File: src/rtl/key_debounce_pulse.sv
// key_debounce_pulse
//   Conditions raw active-low push-buttons for the CPU front panel. Each key
//   channel is handled on its own. The block synchronises the key to clk and
//   debounces it with a stability counter. It then produces a held level plus
//   one-cycle press and release strobes.
//
// Ports
//   clk          system clock, rising edge
//   rst_n        asynchronous active-low reset
//   key_n        raw buttons, 0 = pressed, asynchronous to clk
//   key_level    debounced state, 1 = pressed (registered)
//   key_press    one-cycle strobe on an accepted press (registered)
//   key_release  one-cycle strobe on an accepted release (registered)

module key_debounce_pulse #(
    parameter int unsigned NUM_KEYS        = 4,
    parameter int unsigned DEBOUNCE_CYCLES = 500000
) (
    input  logic                clk,
    input  logic                rst_n,
    input  logic [NUM_KEYS-1:0] key_n,
    output logic [NUM_KEYS-1:0] key_level,
    output logic [NUM_KEYS-1:0] key_press,
    output logic [NUM_KEYS-1:0] key_release
);

    localparam int unsigned CNT_W = $clog2(DEBOUNCE_CYCLES + 1);
    localparam logic [CNT_W-1:0] CntLast = CNT_W'(DEBOUNCE_CYCLES - 1);

    typedef enum logic [1:0] {
        StIdle,
        StPressWait,
        StPressed,
        StReleaseWait
    } state_e;

    // Two-flop synchroniser; preset to released so reset never looks like a press.
    logic [NUM_KEYS-1:0] sync1_q, sync2_q;

    always_ff @(posedge clk or negedge rst_n) begin
        if (!rst_n) begin
            sync1_q <= '1;
            sync2_q <= '1;
        end else begin
            sync1_q <= key_n;
            sync2_q <= sync1_q;
        end
    end

    for (genvar k = 0; k < NUM_KEYS; k++) begin : g_key
        state_e           state_q, state_d;
        logic [CNT_W-1:0] cnt_q, cnt_d;
        logic             press_d, release_d;
        logic             level_q, press_q, release_q;
        logic             s;

        assign s = sync2_q[k];

        always_comb begin
            state_d   = state_q;
            cnt_d     = cnt_q;
            press_d   = 1'b0;
            release_d = 1'b0;
            unique case (state_q)
                StIdle: begin
                    if (!s) begin
                        state_d = StPressWait;
                        cnt_d   = '0;
                    end
                end
                StPressWait: begin
                    if (s) begin
                        state_d = StIdle;
                    end else if (cnt_q == CntLast) begin
                        state_d = StPressed;
                        press_d = 1'b1;
                    end else begin
                        cnt_d = cnt_q + 1'b1;
                    end
                end
                StPressed: begin
                    if (s) begin
                        state_d = StReleaseWait;
                        cnt_d   = '0;
                    end
                end
                StReleaseWait: begin
                    if (!s) begin
                        state_d = StPressed;
                    end else if (cnt_q == CntLast) begin
                        state_d   = StIdle;
                        release_d = 1'b1;
                    end else begin
                        cnt_d = cnt_q + 1'b1;
                    end
                end
                default: state_d = StIdle;
            endcase
        end

        always_ff @(posedge clk or negedge rst_n) begin
            if (!rst_n) begin
                state_q   <= StIdle;
                cnt_q     <= '0;
                level_q   <= 1'b0;
                press_q   <= 1'b0;
                release_q <= 1'b0;
            end else begin
                state_q   <= state_d;
                cnt_q     <= cnt_d;
                // Level tracks the next state so it rises on the same edge as the strobe.
                level_q   <= (state_d == StPressed) || (state_d == StReleaseWait);
                press_q   <= press_d;
                release_q <= release_d;
            end
        end

        assign key_level[k]   = level_q;
        assign key_press[k]   = press_q;
        assign key_release[k] = release_q;
    end

endmodule

File: config.mk
export PLATFORM = sky130hd
export DESIGN_NAME = key_debounce_pulse
export DESIGN_NICKNAME = d
export VERILOG_FILES = /design/src/rtl/key_debounce_pulse.sv
export SDC_FILE = /design/constraint.sdc
export NUM_CORES = 1
export LEC_CHECK = 0
export CORE_ASPECT_RATIO = 0.75
export CORE_MARGIN = 8
export CORE_UTILIZATION = 30
export CTS_BUF_LIST = sky130_fd_sc_hd__clkbuf_16
export DETAILED_ROUTE_END_ITERATION = 10
export GPL_TIMING_DRIVEN = 0
export MAX_ROUTING_LAYER = met4
export SLEW_MARGIN = 10
export SYNTH_ARGS = -nofsm -noshare
export SYNTH_HDL_FRONTEND = slang
export SYNTH_SLANG_ARGS = --single-unit
File: constraint.sdc
create_clock -name clk -period 2 [get_ports clk]
set_input_delay 0.3 -clock clk [delete_from_list [all_inputs] [get_ports clk]]
set_output_delay 0.3 -clock clk [all_outputs]
set_load 0.005 [all_outputs]
==> results.py, run 1 <==
metrics = {
    "status": {
        "status": "finished, violations left",
        "failed_checks": "negative setup slack",
    },
    "global_routing": {
        "grt_pass1_vias": 4284,
        "grt_first_pass_wirelength_um": 20800,
        "grt_use_total_pct": 11.5,
        "antenna_found_initial": 0,
        "grt-ovfl-total": 0,
        "grt_max_degree": 74,
    },
    "synth": {
        "async_reset_ff_share_pct": 100,
        "synth_nets": 583,
        "syn-cell-area_sq_mm": 0.00535,
        "synth_cells": 573,
        "yosysUniqueCellTypes": 51,
        "yosys_warnings": 0,
        "seq_area_frac_synth_pct": 48.3,
        "synth-edff-count": 0,
        "ys_seq_elements": 103,
        "postSynthAreaPerCell_sq_um": 9.34,
        "ys.flop_type": "dfrtp_1",
    },
    "die": {
        "rows": 42,
        "fp.coreArea_sq_mm": 0.0176,
        "pin_count": 18,
        "start_util_pct": 30.5,
        "die_y_um": 132,
        "die_area_sq_mm": 0.0224,
        "die_x_um": 170,
    },
    "clocking": {
        "cts.sinks": 103,
        "clk_path_buf_depth": 2,
        "htree_levels": 3,
        "path_clk_slew_ns": 0.07,
        "cts_tree": "done",
        "cts_root_buf": "clkbuf_16",
        "clock_latency_ns": 0.35,
        "cts_buffers": 9,
    },
    "setup_path": {
        "path_class": "reg2reg",
        "end_kind": "register",
        "cp_max_fo": 7,
        "worst_ep_required_time_ns": 2.22,
        "crit_family": "simple AND/OR/NAND/NOR gates",
        "path_buf_inv": 2,
        "crit_chain": "or4b_1 > or4_4 > o41ai_4 > buf_6 > clkbuf_16 > o41ai_1",
        "critical_path_arrival_ns": 2.47,
        "cp-start-kind": "register",
        "cp_slowest_cell": "or4b_1",
        "cpPeakStageDelay_ns": 0.53,
    },
    "power": {
        "internal_power_uw": 3390,
        "finalPower_uw": 4460,
        "p_sw_uw": 1070,
        "power_density_mw_per_mm2": 665,
        "switching_share_pct": 24.0,
        "p_leak_uw": 0.00288,
        "sequentialPowerShare_pct": 51.0,
        "pwr-share-clk_pct": 41.5,
        "pwr-share-comb_pct": 7.5,
        "ir_drop_mv": 0.303,
    },
    "finish": {
        "antenna_cells": 0,
        "final_nets": 633,
        "fillers": 1745,
        "area_growth_syn_to_layout_pct": 25.2,
        "drive_above_1_share_pct": 19.6,
        "design_area_sq_mm": 0.00671,
    },
    "routing": {
        "vias": 4440,
        "routed.top_layer": "met4",
        "ant_nets": 0,
        "first_pass_iters": 5,
        "met1Wirelength_um": 5720,
        "routed_wl_um": 12500,
        "drtIter0Drc": 373,
        "dr_wl_met3_um": 636,
        "vias_per_cell": 5.10,
        "drc": 0,
        "wl_met2_um": 5980,
        "avgRoutedWirePerCell_um": 14.4,
    },
    "sta": {
        "hold_viol_final": 0,
        "holdWs_ns": 0.357,
        "fmax_ghz": 0.444,
        "relSlewSlack_pct": 52.7,
        "fin_skew_ns": 0.00875,
        "timing.final.crit_share_pct": 113,
        "rsz0062_at_grt": "yes",
        "slew_viol_final": 0,
        "tightest_slew_ns": 0.706,
        "fin_crit_ns": 2.25,
        "setup_slack_ns": -0.254,
        "setup_viol": 21,
    },
    "worst_hold_path": {
        "hp-class": "in2reg",
    },
    "place": {
        "dp_hpwl_um": 8180,
        "io_buffers": 17,
        "dpl_cell_area_sq_mm": 0.00588,
        "place_ws_ns": -0.434,
        "place_congestion": 0.868,
    },
    "job": {
        "cap_viol_max_count": 0,
    },
}
[layout by cell type, fill, tap and decap left out, types with 12 or more instances in the layout]
| cell | netlist | routed |
|---|---|---|
| dfrtp_1 | 95 | 90 |
| nand2_1 | 77 | 72 |
| nand3_1 | 46 | 41 |
| nor2_1 | 38 | 38 |
| o21ai_0 | 42 | 37 |
| buf_4 | 13 | 33 |
| a21oi_1 | 26 | 22 |
| mux2i_1 | 19 | 19 |
| inv_1 | 16 | 18 |
| clkdlybuf4s50_1 | 0 | 16 |
| and3_1 | 15 | 15 |
| nor3_1 | 15 | 13 |
| nand4_1 | 12 | 12 |
[flip-flops by register name, indices dropped and copies added (netlist names)]
name             count
g_key.state_q        8
g_key.cnt_q         76
g_key.release_q      4
sync1_q              4
g_key.level_q        3
g_key.press_q        4
sync2_q              4
[synth_stat cells, types with 5 or more instances]
master / instances / area share, %
buf_4: 13 / 1.8
nand4_1: 12 / 1.4
nor3_1: 15 / 1.4
a21o_1: 6 / 0.84
nor4bb_1: 5 / 0.93
dfstp_2: 8 / 3.9
nand3_1: 46 / 4.3
inv_1: 16 / 1.1
clkbuf_1: 15 / 1.1
and3_1: 15 / 1.8
or3_1: 10 / 1.2
and2_1: 5 / 0.58
xor2_1: 9 / 1.5
nor2_1: 38 / 2.7
a21oi_1: 26 / 2.4
nor4_1: 8 / 0.93
or4_1: 8 / 1.1
dfrtp_1: 95 / 44
o41ai_1: 10 / 1.6
mux2i_1: 19 / 3.6
nand2_1: 77 / 5.4
nand2b_1: 5 / 0.58
o21ai_0: 42 / 3.9
and4_1: 11 / 1.8
xnor2_1: 8 / 1.3
[path summary, 6_finish.rpt]
path | startpoint | end | slack [ns] | depth (start not counted)
worst max-delay path | g_key[1].cnt_q[7] | g_key[1].cnt_q[10] | -0.25 | 6
worst min-delay path | key_n[3] | sync1_q[3] | 0.36 | 1
worst max register to register | g_key[1].cnt_q[7] | g_key[1].cnt_q[10] | -0.25 | 6
worst min register to register | sync1_q[3] | sync2_q[3] | 0.36 | 0
max in group asynchronous | rst_n | sync1_q[0] | 0.91 | 3
min in group asynchronous | rst_n | g_key[2].cnt_q[11] | 0.40 | 2
[cell families after synthesis]
family | count (synthesis) | synth area share [%]
mux | 20 | 3.76
flops | 103 | 48.3
simple gates | 273 | 27.0
xor+xnor | 17 | 2.78
fa+ha+maj | 4 | 0.935
compound gates | 107 | 12.5
buf+inv | 49 | 4.67
[metrics by stage]
step	utilization, %	setup TNS [ns]	cells
after CTS	36.3	-3.34	861
final	38.2	-4.45	870
after floorplan	-	-2.47	573
after detailed placement	33.5	-10.54	833
after global placement	33.3	-333.32	832
after global routing	38.2	-5.79	870
[cell type report]
class	count	area (sq um)	share of cell area, %
multi-input cells	421	2810	42.0
flip-flops and latches	103	2590	38.7
repair buffers	43	429	6.40
well taps	242	303	4.52
clock buffers	9	225	3.36
plain buffers	28	194	2.89
clock inverters	7	82.6	1.23
inverters	17	63.8	0.952
[worst register-to-register path, stage by stage, from the launching register on]
cell and delay [ns]:
dfrtp_1 0.40, or4b_1 0.53, or4_4 0.51, o41ai_4 0.26, buf_6 0.20, clkbuf_16 0.16
o41ai_1 0.07
[metal layers]
metal | vias up | track usage [%]
met5 | - | -
met4 | 0 | 3.74
met3 | 12 | 3.05
met2 | 86 | 17.3
met1 | 2171 | 14.7
li1 | 2171 | -
[power groups by stage]
stage | registers (uW) | clock network [uW] | logic, uW
after floorplan | 2280 | 0 | 171
after global placement | 2300 | 0 | 262
after detailed placement | 2300 | 0 | 282
after CTS | 2270 | 1910 | 305
after global routing | 2290 | 1990 | 377
final | 2270 | 1850 | 333
[repair_timing]
item	in CTS	in global routing
resized for setup	22	55
buffers inserted	12	9
hold buffers	1	0
endpoints found under the hold margin	26	0
endpoints found under the setup margin	48	64
pin swaps	5	20
gates cloned	0	3
No activity file was read; power rests on OpenSTA's default activity.
==> run 2: changes to the inputs <==
--- a/config.mk
+++ b/config.mk
@@ -16,3 +16,4 @@
 export SYNTH_ARGS = -nofsm -noshare
 export SYNTH_HDL_FRONTEND = slang
 export SYNTH_SLANG_ARGS = --single-unit
+export TNS_END_PERCENT = 100
==> results of run 2 <==
Final layout, timing and power as in run 1 (identical DEF).
==> run 3: changes to the inputs <==
--- a/config.mk
+++ b/config.mk
@@ -16,4 +16,4 @@
 export SYNTH_ARGS = -nofsm -noshare
 export SYNTH_HDL_FRONTEND = slang
 export SYNTH_SLANG_ARGS = --single-unit
-export TNS_END_PERCENT = 100
+export TNS_END_PERCENT = 50
==> run 3 against run 2 <==
Compared with the run above: the run still ends with negative setup slack left; wire length decreased by 2.2%; core utilization fell by 0.97 points; die area is the same; maximum frequency grew 0.22%; worst setup slack improved by 0.0049 ns; register-to-register slack is essentially flat; combinational power decreased by 2%; worst hold slack lost 0.0084 ns; cell count shrank 0.80%; first-iteration DRC count is 16% higher; global-route usage decreased by 0.21 points; via count increased by 1.3%.
==> results.py, run 3 (synthesis gave the netlist of run 1 again) <==
metrics = {
    "global_routing": {
        "grt_first_pass_wirelength_um": 20500,
        "grt-ovfl-total": 0,
        "antenna_found_initial": 0,
        "grt_use_total_pct": 11.3,
        "grt_pass1_vias": 4178,
        "grt_max_degree": 85,
    },
    "setup_path": {
        "critical_path_arrival_ns": 2.46,
        "path_buf_inv": 2,
        "crit_chain": "or4b_1 > or4_4 > o41ai_4 > buf_6 > buf_8 > o41ai_1",
        "worst_ep_required_time_ns": 2.21,
        "end_kind": "register",
        "cp_max_fo": 7,
        "cpPeakStageDelay_ns": 0.54,
        "path_class": "reg2reg",
        "crit_family": "simple AND/OR/NAND/NOR gates",
        "cp-start-kind": "register",
        "cp_slowest_cell": "or4_4",
    },
    "place": {
        "dp_hpwl_um": 8270,
        "place_congestion": 0.864,
        "place_ws_ns": -0.406,
        "io_buffers": 17,
    },
    "finish": {
        "antenna_cells": 0,
        "final_nets": 626,
        "largest_reg_flops": 76,
        "final_cell_mix": "dfrtp_1 (91), nand2_1 (76), nand3_1 (46), o21ai_0 (40), nor2_1 (38)",
        "area_growth_syn_to_layout_pct": 22.1,
        "top_register": "g_key.cnt_q",
        "final_common_cell": "dfrtp_1",
        "drive_above_1_share_pct": 16.4,
        "largestRegisters": "g_key.cnt_q: 76 flops, g_key.state_q: 8 flops",
    },
    "job": {
        "cap_viol_max_count": 0,
    },
    "clocking": {
        "path_clk_slew_ns": 0.07,
        "clock_latency_ns": 0.35,
        "clk_path_buf_depth": 2,
        "cts_buffers": 9,
        "cts_root_buf": "clkbuf_16",
        "cts_tree": "done",
        "htree_levels": 3,
        "cts.sinks": 103,
    },
    "sta": {
        "fin_skew_ns": 0.00631,
        "rsz0062_at_grt": "yes",
        "fin_crit_ns": 2.25,
        "relSlewSlack_pct": 56.9,
        "slew_viol_final": 0,
        "timing.final.crit_share_pct": 112,
        "tightest_slew_ns": 0.645,
        "fmax_ghz": 0.445,
        "setup_viol": 21,
        "hold_viol_final": 0,
        "setup_slack_ns": -0.249,
    },
    "die": {
        "rows": 42,
        "start_util_pct": 30.5,
        "die_area_sq_mm": 0.0224,
        "die_x_um": 170,
        "pin_count": 18,
        "die_y_um": 132,
        "fp.coreArea_sq_mm": 0.0176,
    },
    "routing": {
        "ant_nets": 0,
        "avgRoutedWirePerCell_um": 14.2,
        "vias": 4498,
        "first_pass_iters": 6,
        "vias_per_cell": 5.21,
        "drtIter0Drc": 432,
        "routed_wl_um": 12200,
        "drc": 0,
    },
    "worst_hold_path": {
        "hp-class": "in2async",
    },
    "status": {
        "status": "finished, violations left",
        "failed_checks": "negative setup slack",
    },
    "power": {
        "p_leak_uw": 0.00276,
        "finalPower_uw": 4560,
        "ir_drop_mv": 0.356,
        "power_density_mw_per_mm2": 698,
    },
}
==> run 3: cell count changes in the layout (fill, tap and decap cells not counted), sizes merged <==
| cell | change |
|---|---|
| buf | -8 |
| clkbuf | +1 |
| clkinv | -1 |
| clkinvlp | -1 |
| inv | +2 |
==> run 3: layout make-up <==
class                      count  area, sq um
sequential                   103         2590
tap                          242          303
inverter                      17         63.8
fill                        1721        11000
multi-input combinational    421         2670
clock buffer                   9          225
buffer                        30          211
timing repair buffer          34          360
clock inverter                 7          109
==> run 3: worst reg2reg max path: cells and delay by family (launching register included) <==
family / cells / cell delay [ns]
flops: 1 / 0.41
buf+inv: 2 / 0.32
compound gates: 2 / 0.30
simple gates: 2 / 1.07
==> run 3: per-layer routing <==
metal | GRT usage [%] | share of wire [%] | routed length, um
met3 | 3.11 | 5.1 | 629
met5 | - | 0 | 0
met4 | 3.11 | 1.3 | 159
met1 | 14.7 | 48 | 5880
met2 | 16.9 | 45 | 5550
==> run 3: power by group <==
group | leakage (uW) | switching (uW) | total, uW | internal (uW)
logic | 0.00121 | 189 | 327 | 139
registers | 0.00139 | 106 | 2270 | 2160
clock network | 0.000165 | 836 | 1960 | 1130
total | 0.00276 | 1130 | 4560 | 3430
==> run 3: repair_timing <==
action                     4_1_cts  5_1_grt
setup buffers                    7        6
setup endpoints to repair       57       58
pin swaps                        6        9
cloned                           0        2
hold buffers                     1        0
resized for setup               20       32
hold endpoints to repair        16        0
==> run 3: metrics by stage <==
stage | hold WS, ns | TNS [ns] | cells | utilization (%) | instance area, sq um
after floorplan | 0.00441 | -2.53 | 573 | - | 5370
after global placement | 0.348 | -347.39 | 832 | 33.3 | 5840
after detailed placement | 0.163 | -11.89 | 833 | 33.4 | 5870
after CTS | 0.342 | -3.90 | 856 | 36.1 | 6340
after global routing | 0.337 | -6.39 | 863 | 37.2 | 6540
final | 0.349 | -4.60 | 863 | 37.2 | 6540
==> run 3: worst paths after layout <==
kind / startpoint / to / slack, ns / cells past startpoint
min reg2reg: sync1_q[0] / sync2_q[0] / 0.36 / 0
max: g_key[1].cnt_q[7] / g_key[1].cnt_q[9] / -0.25 / 6
min: rst_n / g_key[2].cnt_q[4] / 0.35 / 2
min in group clk: key_n[1] / sync1_q[1] / 0.35 / 1
max reg2reg: g_key[1].cnt_q[7] / g_key[1].cnt_q[9] / -0.25 / 6
max in group asynchronous: rst_n / sync2_q[1] / 0.94 / 3
